[src/rtl/regfile_pkg.sv]
// Shared constants and helpers for the multi-port register file.
// get_field pulls lane k (width w) out of a packed per-port vector.
package regfile_pkg;

  localparam int DEF_DATA_W  = 32;
  localparam int DEF_ADDR_W  = 5;
  localparam int DEF_NUM_RD  = 2;
  localparam int ZERO_REG    = 0;

  // Widest packed port vector / field the helper handles (4 x 64 bits).
  localparam int FIELD_VEC_W = 256;
  localparam int FIELD_MAX_W = 64;

  function automatic logic [FIELD_MAX_W-1:0] get_field(
    input logic [FIELD_VEC_W-1:0] vec,
    input int                     k,
    input int                     w
  );
    logic [FIELD_VEC_W-1:0] shifted;
    logic [FIELD_VEC_W-1:0] mask;
    shifted = vec >> (k * w);
    mask    = (FIELD_VEC_W'(1) << w) - FIELD_VEC_W'(1);
    return FIELD_MAX_W'(shifted & mask);
  endfunction

endpackage

[src/rtl/regfile_scoreboard.sv]
// Per-register busy bits: a mark sets, a write clears, mark wins a same-cycle collision.
// Register 0 is never busy.
module regfile_scoreboard
  import regfile_pkg::*;
#(
  parameter int ADDR_W = DEF_ADDR_W
) (
  input  logic                  clk,
  input  logic                  rst_n,
  input  logic                  mark_en,
  input  logic [ADDR_W-1:0]     mark_addr,
  input  logic [1:0]            wr_en,
  input  logic [2*ADDR_W-1:0]   wr_addr,
  output logic [(2**ADDR_W)-1:0] busy
);

  localparam int DEPTH = 2 ** ADDR_W;

  logic [DEPTH-1:0]  busy_q;
  logic [DEPTH-1:0]  busy_nxt;
  logic [ADDR_W-1:0] wa0;
  logic [ADDR_W-1:0] wa1;

  assign wa0 = wr_addr[0 +: ADDR_W];
  assign wa1 = wr_addr[ADDR_W +: ADDR_W];

  always_comb begin
    logic set_i;
    logic clr_i;
    busy_nxt = busy_q;
    set_i    = 1'b0;
    clr_i    = 1'b0;
    for (int i = 1; i < DEPTH; i++) begin
      set_i = mark_en && (mark_addr == ADDR_W'(i));
      clr_i = (wr_en[0] && (wa0 == ADDR_W'(i))) ||
              (wr_en[1] && (wa1 == ADDR_W'(i)));
      busy_nxt[i] = set_i | (busy_q[i] & ~clr_i);
    end
    busy_nxt[ZERO_REG] = 1'b0;
  end

  always_ff @(posedge clk or negedge rst_n) begin
    if (!rst_n) begin
      busy_q <= '0;
    end else begin
      busy_q <= busy_nxt;
    end
  end

  assign busy = busy_q;

endmodule

[src/rtl/regfile_mp.sv]
// Multi-port register file: two prioritised write lanes, NUM_RD combinational
// read ports with optional write-to-read bypass, and a pending-write scoreboard.
module regfile_mp
  import regfile_pkg::*;
#(
  parameter int DATA_W = DEF_DATA_W,
  parameter int ADDR_W = DEF_ADDR_W,
  parameter int NUM_RD = DEF_NUM_RD,
  parameter int BYPASS = 1
) (
  input  logic                     clk,
  input  logic                     rst_n,
  input  logic [NUM_RD*ADDR_W-1:0] rd_addr,
  output logic [NUM_RD*DATA_W-1:0] rd_data,
  output logic [NUM_RD-1:0]        rd_ready,
  input  logic [1:0]               wr_en,
  input  logic [2*ADDR_W-1:0]      wr_addr,
  input  logic [2*DATA_W-1:0]      wr_data,
  input  logic                     mark_en,
  input  logic [ADDR_W-1:0]        mark_addr,
  output logic [(2**ADDR_W)-1:0]   busy
);

  localparam int DEPTH = 2 ** ADDR_W;
  localparam logic [ADDR_W-1:0] ZERO_ADDR = ADDR_W'(ZERO_REG);

  // No handshake anywhere: every input is sampled each cycle and the
  // consumer stalls on rd_ready=0 itself.
  logic [DATA_W-1:0] mem [DEPTH];
  logic [ADDR_W-1:0] wa0;
  logic [ADDR_W-1:0] wa1;
  logic [DATA_W-1:0] wd0;
  logic [DATA_W-1:0] wd1;
  logic              we0;
  logic              we1;
  logic              we0_commit;

  assign wa0 = ADDR_W'(get_field(FIELD_VEC_W'(wr_addr), 0, ADDR_W));
  assign wa1 = ADDR_W'(get_field(FIELD_VEC_W'(wr_addr), 1, ADDR_W));
  assign wd0 = wr_data[0 +: DATA_W];
  assign wd1 = wr_data[DATA_W +: DATA_W];

  assign we0 = wr_en[0] && (wa0 != ZERO_ADDR);
  assign we1 = wr_en[1] && (wa1 != ZERO_ADDR);
  // Lane 1 owns a same-address double write; lane 0 is silently dropped.
  assign we0_commit = we0 && !(we1 && (wa1 == wa0));

  always_ff @(posedge clk or negedge rst_n) begin
    if (!rst_n) begin
      for (int i = 0; i < DEPTH; i++) begin
        mem[i] <= '0;
      end
    end else begin
      if (we0_commit) begin
        mem[wa0] <= wd0;
      end
      if (we1) begin
        mem[wa1] <= wd1;
      end
    end
  end

  regfile_scoreboard #(
    .ADDR_W (ADDR_W)
  ) u_scoreboard (
    .clk       (clk),
    .rst_n     (rst_n),
    .mark_en   (mark_en),
    .mark_addr (mark_addr),
    .wr_en     (wr_en),
    .wr_addr   (wr_addr),
    .busy      (busy)
  );

  for (genvar k = 0; k < NUM_RD; k++) begin : g_rd
    logic [ADDR_W-1:0] ra;
    logic              hit0;
    logic              hit1;
    logic [DATA_W-1:0] data;

    assign ra = ADDR_W'(get_field(FIELD_VEC_W'(rd_addr), k, ADDR_W));
    // Bypass is held off during reset so reads show the cleared file.
    assign hit0 = (BYPASS != 0) && rst_n && we0 && (wa0 == ra);
    assign hit1 = (BYPASS != 0) && rst_n && we1 && (wa1 == ra);

    always_comb begin
      data = mem[ra];
      if (ra == ZERO_ADDR) begin
        data = '0;
      end else if (hit1) begin
        data = wd1;
      end else if (hit0) begin
        data = wd0;
      end
    end

    assign rd_data[k*DATA_W +: DATA_W] = data;
    assign rd_ready[k] = ~busy[ra] | hit0 | hit1;
  end

endmodule

[config.mk]
export PLATFORM = sky130hd
export DESIGN_NAME = regfile_mp
export DESIGN_NICKNAME = d
export VERILOG_FILES = /design/src/rtl/regfile_pkg.sv /design/src/rtl/regfile_scoreboard.sv /design/src/rtl/regfile_mp.sv
export SDC_FILE = /design/constraint.sdc
export NUM_CORES = 2
export LEC_CHECK = 0
export CORE_AREA = 2 2 368 370
export DETAILED_ROUTE_END_ITERATION = 12
export DIE_AREA = 0 0 370 372
export HOLD_SLACK_MARGIN = 0.06
export PLACE_DENSITY = 0.69
export SLEW_MARGIN = 10
export SYNTH_ARGS = -nofsm -noshare
export SYNTH_HDL_FRONTEND = slang
export SYNTH_SLANG_ARGS = --single-unit
[constraint.sdc]
create_clock -name clk -period 2.2 [get_ports clk]
set_input_delay 0.33 -clock clk [delete_from_list [all_inputs] [get_ports clk]]
set_output_delay 0.33 -clock clk [all_outputs]
set_load 0.01 [all_outputs]
==> impl_metrics.ini <==
[drt]
wl_per_cell_um = 32.7
vias = 60920
detail_route.drc_violations = 0
first_pass_iters = 8
postRouteWirelength_mm = 286
vias_per_cell = 6.96
drtIter0Drc = 9157
ant_nets = 0

[timing]
worst_slew_pin_slew_ns = 1.01
rsz0062_at_grt = yes
relSlewSlack_pct = 32.8
fin_skew_ns = 0
setup_ws_ns = -0.901
hold_viol = 0
max_freq_mhz = 322
fin_crit_sh_pct = 141
slew_viol_final = 0
fin_crit_ns = 3.10
finalSetupViolCount = 66
setup_tns_ns = -48.47

[worst_setup_path]
crit_arrival_ns = 2.77
slowest_stage = nor4_4
crit_path_cell_trace = buf_6 > buf_6 > buf_8 > xnor2_2 > nand2_2 > nor4_4 > buf_4 > nand3b_1 > buf_12 > buf_12 > buf_8 > nor2_4 > nor4b_2 > buf_4 > buf_6
cp_max_fo = 4
start_kind = input port
crit_path_frequent_cell = buf_6
crit_required_ns = 1.87
r2r_setup_slack_ns = 1.09
endpoint_kind = output pin
criticalPathCategory = input port to output pin
cpPeakStageDelay_ns = 0.40

[clock_network]
cts_buffers = 115
cts_max_level = 3
ctsLongestPathBuffers = 3
clkTransAtPathRegs_ns = 0.06
cts_tree = built
clock-sinks = 1055
cts-root-buf = clkbuf_16
clk_latency_ns = 0.77

[pwr]
peakVddDrop_mv = 0.679
p_leak_nw = 39.2
pwr_density_cell_nw_per_um2 = 837

[place]
placedCellCount = 8407
hpwl_mm = 184
placed_area_um2 = 78400
io_buffers = 190
gp_congestion = 1.01

[final_layout]
area_delta_synth_final_pct = 28.5
final_common_cell = dfrtp_1
stdcell_count = 8755
drive_above_1_share_pct = 31.3
fin_nets = 6972
mostFrequentLayoutCells = dfrtp_1 (1055), nor2_1 (897), mux2i_1 (848), a21oi_1 (771), buf_4 (604)
fin_area_um2 = 85400
post-route-util_pct = 63.6

[global_routing]
grt_util_all_layers_pct = 41.2
grt_max_degree = 164
grt_pass1_wl_mm = 414
antenna_found_initial = 6
first_global_vias = 61055
grt.overflow.total = 0

[synthesis]
syn_area_um2 = 66500
synthFlopType = dfrtp_1
synth_edf_count = 0
ys.warnings.count = 0
synth-async-reset-ratio_pct = 100
syn_nets = 6493
post_synth_inst_count = 6399
ys_types = 63
yosys-top-cells-area = dfrtp_1 (40%), mux4_2 (18%), mux2i_1 (13%), a21oi_1 (5.8%), nor2_1 (5.4%)
synth-seq-cells = 1055
synth_top_cell_area_share_pct = 39.7
synth_area_leader_cell = dfrtp_1
avgSynthCellArea_um2 = 10.4
ys_seq_area_share_pct = 39.7

[outcome]
violations = setup timing
status = finished, violations left

[die]
ios = 192
dieWidth_um = 370
core_area_um2 = 134000
rows = 135
dieHeight_um = 372
initial_core_util_pct = 49.5
die_area_um2 = 138000

[run]
cap_viol_max_count = 0

[worst_hold_path]
hold_class = input port to flop
==> area by class of cell <==
class | instances | area (µm²)
diodes | 5 | 12.5
clock buffers | 158 | 3340
clock inverters | 50 | 743
fillers | 9996 | 48900
inverters | 3 | 11.3
multi-input cells | 4504 | 38800
flip-flops and latches | 1055 | 26400
well taps | 1781 | 2230
repair buffers | 1199 | 13900
==> cells in the mapped netlist, types with 4 or more instances <==
| library cell | n |
|---|---|
| nand3_2 | 12 |
| buf_2 | 133 |
| clkbuf_1 | 549 |
| a21oi_1 | 775 |
| buf_1 | 33 |
| mux2i_1 | 848 |
| clkbuf_2 | 4 |
| buf_4 | 80 |
| a31oi_1 | 105 |
| nand2b_1 | 13 |
| a32o_1 | 28 |
| nor4b_2 | 59 |
| o211ai_1 | 58 |
| mux4_2 | 525 |
| nor2_2 | 6 |
| nor2b_1 | 13 |
| nor2_1 | 948 |
| buf_6 | 38 |
| nor4_1 | 5 |
| and3b_1 | 5 |
| nor3_1 | 11 |
| nand2_1 | 464 |
| nand3_1 | 73 |
| o22ai_1 | 301 |
| and2_1 | 7 |
| and3_1 | 5 |
| dfrtp_1 | 1055 |
| o21ai_0 | 114 |
| nand3_4 | 4 |
| xnor2_1 | 12 |
| nor2_8 | 5 |
| nor3b_1 | 4 |
| o21ai_1 | 44 |
| or2_2 | 4 |
| xor2_1 | 13 |
==> path summary, 6_finish.rpt <==
check / from / endpoint / depth (start not counted)
setup / recovery: wr_addr[2] / rd_data[18] / 15
hold / removal: mark_addr[1] / u_scoreboard.busy[3] / 3
setup reg to reg: u_scoreboard.busy[28] / u_scoreboard.busy[28] / 4
hold reg to reg: mem[994] / mem[994] / 0
max in group asynchronous: rst_n / mem[977] / 5
min in group asynchronous: rst_n / mem[30] / 4
==> cells by family after synthesis <==
kind of cell | count (synthesis) | share of synthesized area [%]
AOI/OAI and AO/OA | 1447 | 12.2
xor gates and xnor gates | 25 | 0.329
buffers and inverters | 840 | 5.88
DFF | 1055 | 39.7
muxes | 1375 | 30.6
other | 1 | 0.00564
and+or+nand+nor | 1656 | 11.2
==> power breakdown <==
group / switching [W] / internal [W] / leakage (nW)
logic: 0.00957 / 0.0119 / 24.5
registers: 0.00412 / 0.0246 / 12.7
clock network: 0.00888 / 0.0125 / 2.02
==> per-layer routing <==
metal  vias up  track usage, %  share of wire, %
li1      24379               -                 -
met1     29653            50.5                33
met2      5321            59.4                43
met3      1561            15.3                15
met4         6            30.8               9.2
met5         -          0.0699             0.015
==> critical path, delay by kind of cell <==
kind	cells	cell delay (ns)
xor gates and xnor gates	1	0.15
buffers and inverters	9	1.22
and+or+nand+nor	5	1.04
==> repair_timing <==
action                                  in CTS  in global routing
setup buffers                               99                 42
hold buffers                                 4                  0
endpoints found under the setup margin     267                613
pin swaps                                   95                 82
hold endpoints to repair                    85                  0
gates resized for setup                    622                113
gates cloned                                 8                  2
==> flip-flops by register name (all words and copies together), names as in the netlist <==
register	count
u_scoreboard.busy	31
mem	1024
==> stage by stage <==
| stage | total power [W] | hold slack [ns] | worst slack, ns |
|---|---|---|---|
| after floorplan | 0.0407 | 0.0344 | -0.101 |
| after global placement | 0.0478 | 0.377 | -2.29 |
| after detailed placement | 0.0489 | 0.384 | -2.09 |
| after CTS | 0.0705 | 0.259 | -0.797 |
| after global routing | 0.0741 | 0.353 | -0.911 |
| final | 0.0715 | 0.304 | -0.901 |
No activity file was read; power rests on OpenSTA's default activity.
